## src/rtl/pep_mmacc_boram_rd_ctrl_pkg.sv

```systemverilog
// Shared types and constants for the mmacc body-RAM read scheduler.
// Contents: PID sizing, outstanding-read limit, FSM state enum, read command payload.
package pep_mmacc_boram_rd_ctrl_pkg;

    localparam int unsigned TOTAL_PBS_NB = 32;
    localparam int unsigned PID_W        = $clog2(TOTAL_PBS_NB);
    localparam int unsigned OUTSTD_MAX   = 4;
    localparam int unsigned OUTSTD_W     = $clog2(OUTSTD_MAX + 1);

    typedef logic [PID_W-1:0] pid_t;

    typedef enum logic [1:0] {
        ST_IDLE  = 2'd0,
        ST_REQ   = 2'd1,
        ST_STALL = 2'd2,
        ST_FLUSH = 2'd3
    } boram_rd_state_e;

    // Read command as presented to the body RAM.
    typedef struct packed {
        pid_t pid;
        logic parity;
    } boram_rd_cmd_t;

endpackage

```

## src/rtl/pep_mmacc_boram_credit.sv

```systemverilog
// Outstanding-read credit counter with sticky underflow flag.
// Ports: clk, a_rst_n; inc (read issued), dec (data returned);
//        cnt (registered count), cnt_nxt_c (next count, combinational),
//        err_underflow (sticky: dec seen while cnt==0).
module pep_mmacc_boram_credit #(
    parameter int unsigned MAX = 4,
    parameter int unsigned W   = $clog2(MAX + 1)
) (
    input  logic         clk,
    input  logic         a_rst_n,
    input  logic         inc,
    input  logic         dec,
    output logic [W-1:0] cnt,
    output logic [W-1:0] cnt_nxt_c,
    output logic         err_underflow
);

    logic dec_ok;
    logic underflow;

    // A return with nothing outstanding is an error and does not move the count.
    assign dec_ok    = dec && (cnt != '0);
    assign underflow = dec && (cnt == '0);

    always_comb begin
        cnt_nxt_c = cnt;
        case ({inc, dec_ok})
            2'b10:   cnt_nxt_c = cnt + W'(1);
            2'b01:   cnt_nxt_c = cnt - W'(1);
            default: cnt_nxt_c = cnt;
        endcase
    end

    always_ff @(posedge clk or negedge a_rst_n) begin
        if (!a_rst_n) begin
            cnt           <= '0;
            err_underflow <= 1'b0;
        end else begin
            cnt <= cnt_nxt_c;
            if (underflow) begin
                err_underflow <= 1'b1;
            end
        end
    end

endmodule

```

## src/rtl/pep_mmacc_boram_rd_ctrl.sv

```systemverilog
// Read-command scheduler in front of the mmacc body RAM.
// Accepts sample-extract read requests by PID, tracks a per-PID read parity,
// issues credit-limited read commands and sequences cache flushes so they only
// complete with no reads in flight.
// Ports: clk, a_rst_n; reset_cache (flush pulse); cmd_pid/cmd_vld/cmd_rdy (request,
//        cmd_rdy is combinational); boram_rd_pid/parity/vld/rdy (read command);
//        rdata_ack (one per returned read); outstd_cnt; flush_done (pulse);
//        err_underflow (sticky).
// Optional: PEP_MMACC_BORAM_RD_STATS_EN adds stat_rd_cnt and stat_stall_cycles.
module pep_mmacc_boram_rd_ctrl
    import pep_mmacc_boram_rd_ctrl_pkg::*;
(
    input  logic                clk,
    input  logic                a_rst_n,
    input  logic                reset_cache,
    input  logic [PID_W-1:0]    cmd_pid,
    input  logic                cmd_vld,
    output logic                cmd_rdy,
    output logic [PID_W-1:0]    boram_rd_pid,
    output logic                boram_rd_parity,
    output logic                boram_rd_vld,
    input  logic                boram_rd_rdy,
    input  logic                rdata_ack,
    output logic [OUTSTD_W-1:0] outstd_cnt,
    output logic                flush_done,
    output logic                err_underflow
`ifdef PEP_MMACC_BORAM_RD_STATS_EN
    ,
    output logic [31:0]         stat_rd_cnt,
    output logic [31:0]         stat_stall_cycles
`endif
);

    boram_rd_state_e         state_q;
    boram_rd_state_e         state_d;
    logic [TOTAL_PBS_NB-1:0] parity_q;
    logic                    flush_pend_q;
    logic [OUTSTD_W-1:0]     cnt_nxt;
    logic                    issue;
    logic                    credit_ok;
    logic                    rd_par_c;
    logic                    rdy_c;
    logic                    load;
    logic                    flush_fin;
    logic                    set_pend;
    logic                    clr_pend;

    assign issue     = boram_rd_vld && boram_rd_rdy;
    assign credit_ok = cnt_nxt < OUTSTD_W'(OUTSTD_MAX);
    // Bypass: a same-PID command loaded while the previous one issues sees the toggle.
    assign rd_par_c  = parity_q[cmd_pid] ^ (issue && (boram_rd_pid == cmd_pid));
    assign cmd_rdy   = rdy_c && a_rst_n;

    pep_mmacc_boram_credit #(
        .MAX (OUTSTD_MAX),
        .W   (OUTSTD_W)
    ) u_credit (
        .clk           (clk),
        .a_rst_n       (a_rst_n),
        .inc           (issue),
        .dec           (rdata_ack),
        .cnt           (outstd_cnt),
        .cnt_nxt_c     (cnt_nxt),
        .err_underflow (err_underflow)
    );

    // Next state, request acceptance and flush sequencing.
    always_comb begin
        state_d   = state_q;
        rdy_c     = 1'b0;
        load      = 1'b0;
        flush_fin = 1'b0;
        set_pend  = 1'b0;
        clr_pend  = 1'b0;
        case (state_q)
            ST_IDLE: begin
                rdy_c = !reset_cache;
                if (reset_cache) begin
                    if (cnt_nxt == '0) begin
                        flush_fin = 1'b1;
                    end else begin
                        state_d = ST_FLUSH;
                    end
                end else if (cmd_vld) begin
                    load    = 1'b1;
                    state_d = credit_ok ? ST_REQ : ST_STALL;
                end
            end
            ST_REQ: begin
                if (boram_rd_rdy) begin
                    // No new command once a flush is requested, so the flush follows this issue.
                    rdy_c = !reset_cache && !flush_pend_q && credit_ok;
                    if (cmd_vld && rdy_c) begin
                        load    = 1'b1;
                        state_d = ST_REQ;
                    end else if (reset_cache || flush_pend_q) begin
                        clr_pend = 1'b1;
                        state_d  = ST_FLUSH;
                    end else begin
                        state_d = ST_IDLE;
                    end
                end else begin
                    set_pend = reset_cache;
                end
            end
            ST_STALL: begin
                set_pend = reset_cache;
                if (credit_ok) begin
                    state_d = ST_REQ;
                end
            end
            ST_FLUSH: begin
                if (cnt_nxt == '0) begin
                    flush_fin = 1'b1;
                    state_d   = ST_IDLE;
                end
            end
            default: state_d = ST_IDLE;
        endcase
    end

    // State, command register, parity table and flush flags.
    always_ff @(posedge clk or negedge a_rst_n) begin
        if (!a_rst_n) begin
            state_q         <= ST_IDLE;
            parity_q        <= '0;
            flush_pend_q    <= 1'b0;
            boram_rd_vld    <= 1'b0;
            boram_rd_pid    <= '0;
            boram_rd_parity <= 1'b0;
            flush_done      <= 1'b0;
        end else begin
            state_q      <= state_d;
            boram_rd_vld <= (state_d == ST_REQ);
            flush_done   <= flush_fin;
            if (load) begin
                boram_rd_pid    <= cmd_pid;
                boram_rd_parity <= rd_par_c;
            end
            if (flush_fin) begin
                parity_q <= '0;
            end else if (issue) begin
                parity_q[boram_rd_pid] <= ~parity_q[boram_rd_pid];
            end
            if (clr_pend) begin
                flush_pend_q <= 1'b0;
            end else if (set_pend) begin
                flush_pend_q <= 1'b1;
            end
        end
    end

`ifdef PEP_MMACC_BORAM_RD_STATS_EN
    // Issued-read count (wrapping) and stall-cycle count (saturating).
    always_ff @(posedge clk or negedge a_rst_n) begin
        if (!a_rst_n) begin
            stat_rd_cnt       <= '0;
            stat_stall_cycles <= '0;
        end else if (flush_fin) begin
            stat_rd_cnt       <= '0;
            stat_stall_cycles <= '0;
        end else begin
            if (issue) begin
                stat_rd_cnt <= stat_rd_cnt + 32'd1;
            end
            if ((state_q == ST_STALL) && (stat_stall_cycles != '1)) begin
                stat_stall_cycles <= stat_stall_cycles + 32'd1;
            end
        end
    end
`endif

endmodule

```

## config.mk

```make
export PLATFORM = sky130hd
export DESIGN_NAME = pep_mmacc_boram_rd_ctrl
export DESIGN_NICKNAME = d
export VERILOG_FILES = /design/src/rtl/pep_mmacc_boram_rd_ctrl_pkg.sv /design/src/rtl/pep_mmacc_boram_credit.sv /design/src/rtl/pep_mmacc_boram_rd_ctrl.sv
export SDC_FILE = /design/constraint.sdc
export NUM_CORES = 1
export LEC_CHECK = 0
export ABC_CLOCK_PERIOD_IN_PS = 6100
export CORE_MARGIN = 5
export CORE_UTILIZATION = 45
export CTS_CLUSTER_SIZE = 14
export DETAILED_ROUTE_END_ITERATION = 10
export PLACE_DENSITY_LB_ADDON = 0.25
export RECOVER_POWER = 50
export SLEW_MARGIN = 0
export SYNTH_ARGS = -nofsm -noshare
export SYNTH_HDL_FRONTEND = slang
export SYNTH_SLANG_ARGS = --single-unit
```

## constraint.sdc

```tcl
create_clock -name clk -period 6.1 [get_ports clk]
set_input_delay 1.22 -clock clk [delete_from_list [all_inputs] [get_ports clk]]
set_output_delay 1.22 -clock clk [all_outputs]
set_load 0.02 [all_outputs]
```

==> reports/results.ini <==
[run_status]
status=finished, violations left
violations=max-capacitance violations, max-slew violations

[drt]
wl_per_cell_um=18.0
drt_iter0_drc=202
antenna_left=0
drc=0
num_vias=2359
drt-total-wl_um=7150
drt_pre_antenna_iters=4
vias_per_cell=5.93

[setup_path]
cp_slowest_cell=clkdlybuf4s50_1
cp.required_ns=4.88
crit_arrival_ns=4.48
crit_family=buffers and inverters
critPathLaunchType=input pin
worst_setup_path_end_kind=output pin
crit_chain=dlygate4sd3_1 > nand2_1 > ha_1 > inv_1 > fa_1 > xor2_1 > o21ai_1 > nand2_1 > o31a_1 > nor3b_1 > clkdlybuf4s50_1
worstPathMaxFanout=6
crit_type=input pin to output pin
max_stage_delay_ns=0.63
path_buf_inv=3
cp_common_cell=nand2_1

[die]
die_h_um=92.5
initial_utilization=0.456
io_pins=24
fp.dieW_um=92.5
fp.coreArea_um2=6720
rows=30
dieArea_um2=8560

[final_layout]
instances_no_fill=398
finish.utilization=0.506
drive_gt1_frac=0.113
multiInputGateArea_um2=1730
fin_nets=334
regArea_um2=1180
fillCellCount=609
n_antenna_cell=0
syn2layout_area_growth_pct=10.9

[timing]
finalSetupViolCount=0
skew_ns=0.0134
fmax_ghz=0.175
final.min_clock_period_ns=5.70
drv_slew=48
worst_pin_slew_ns=2.58
fin_ws_ns=0.399
hold_viol_final=0
period_share=0.935
setup_tns_ns=0
maxSlewHeadroom=-0.720
rsz0062_at_grt=no

[clocking]
clk-insertion-delay-late_ns=0.30
cts_sinks=47
path_clk_slew_ns=0.08
cts.repair.resized=0
cts_buffer_depth=2
cts_setup_buffers=0
cts_buffers=5
cts-root-buf=clkbuf_8
h-tree-depth=2
hold_buffers=0
cts_tree=built

[global_routing]
antenna_found_initial=0
grt_pass1_wl_um=11800
grt_max_degree=48
grt-ovfl-total=0
grt_usage=0.174
grt_pass1_vias=2239

[synth]
synth_top_cell_by_area=dfrtp_1
netlist-cell-type-count=51
synth_area_leaders=dfrtp_1, mux4_2, mux2i_1, nor2_1, nand2_1
synthFlopType=dfrtp_1
avgSynthCellArea_um2=10.1
synth-seq-cells=47
ys_seq_area_frac=0.384
synth-edff-count=0
synth_most_common_cell=dfrtp_1
syn_inst=304
syn_area_um2=3060
ys_top_cells_by_count=dfrtp_1, nor2_1, nand2_1, mux2i_1, mux4_2
ys.warnings.count=0
syn_nets=321
synth_top_area_share=0.384
postSynth.asyncResetShare=1.00

[power]
clkPwrFrac=0.140
switchingPower_uw=723
p_comb_frac=0.483
swShare=0.440
power_density_nw_per_um2=483
ir_drop_mv=0.270
internal-power_uw=919
pwr-share-seq=0.377
p_leak_nw=1.46
p_total_mw=1.64

[min_path]
hp-class=flip-flop to flip-flop

[place]
portBuffers=23
gp_congestion=0.866
dpl.hpwl_um=4790
dp.cells=390
dp_slack_ns=0.498

[run]
maxCapViolations=1

cells by family (layout without fill, tap and decap cells):
| logic type | count (synthesis) | in the layout | synth area share |
|---|---|---|---|
| AND/OR/NAND/NOR | 115 | 115 | 0.187 |
| multiplexers | 50 | 50 | 0.223 |
| flip-flops | 47 | 47 | 0.384 |
| XOR/XNOR | 6 | 6 | 0.0172 |
| buffers and inverters | 31 | 45 | 0.0539 |
| AO/OA/AOI/OAI | 49 | 49 | 0.107 |
| adder cells (fa/ha/maj) | 6 | 6 | 0.0270 |
path summary, 6_finish.rpt:
kind / start / endpoint / cells after the start / slack, ns
setup / recovery: boram_rd_rdy / cmd_rdy / 11 / 0.40
hold / removal: u_credit.err_underflow$_DFFE_PN0P_ / u_credit.err_underflow$_DFFE_PN0P_ / 1 / 0.45
setup reg to reg: boram_rd_pid[0]$_DFFE_PN0P_ / parity_q[27]$_DFFE_PN0P_ / 6 / 2.96
hold reg to reg: u_credit.err_underflow$_DFFE_PN0P_ / u_credit.err_underflow$_DFFE_PN0P_ / 1 / 0.45
max in group asynchronous: a_rst_n / boram_rd_vld$_DFF_PN0_ / 2 / 2.67
min in group asynchronous: a_rst_n / parity_q[16]$_DFFE_PN0P_ / 2 / 1.96
power groups by stage:
stage,Sequential [mW],Clock [mW],Combinational (mW)
floorplan,0.562,0,0.650
global placement,0.618,0,0.786
detailed placement,0.621,0,0.795
CTS,0.615,0.238,0.800
global route,0.643,0.250,0.873
finish,0.619,0.230,0.793
routing by layer:
layer,track usage,vias to the layer above,share of wire
met5,0,-,0
met4,0.0309,0,0.0055
met3,0.0309,4,0.046
met2,0.268,59,0.46
met1,0.259,1188,0.49
li1,-,1108,-
cell type report:
type | count | share of cell area
clock buffer | 5 | 0.0203
multi-input combinational | 226 | 0.509
sequential | 47 | 0.346
timing repair buffer | 25 | 0.0692
inverter | 12 | 0.0133
clock inverter | 3 | 0.0129
tap | 80 | 0.0295
registers in the layout (all words and copies together), names as in the netlist:
signal	count
boram_rd_parity	1
boram_rd_pid	5
boram_rd_vld	1
flush_done	1
flush_pend_q	1
parity_q	32
state_q	2
u_credit.cnt	3
u_credit.err_underflow	1
per-stage QoR:
step / area (um^2) / hold WS, ns
6_report: 3400 / 0.452
5_1_grt: 3400 / 0.486
4_1_cts: 3400 / 0.464
3_5_place_dp: 3290 / 0.444
3_3_place_gp: 3290 / 0.448
2_1_floorplan: 3060 / 0.498
cell usage in the layout (no fill, tap or decap), drive strengths merged, types with 2 or more instances in the layout:
cell type / n
nor4b: 3
dlygate4sd3: 6
xor2: 4
nand2: 32
o21ai: 14
a21boi: 2
nand3b: 3
a31oi: 3
clkdlybuf4s50: 16
o22ai: 3
dfrtp: 47
a21oi: 12
inv: 12
mux2: 7
a22oi: 3
a221oi: 2
and2: 2
mux4: 14
nor3b: 7
nor4: 4
clkbuf: 7
or3: 2
xnor2: 2
nor2: 43
nor3: 7
o211a: 2
a21o: 2
clkinv: 2
nand3: 6
ha: 5
mux2i: 29
o211ai: 2
(Power assumes the default switching activity.)
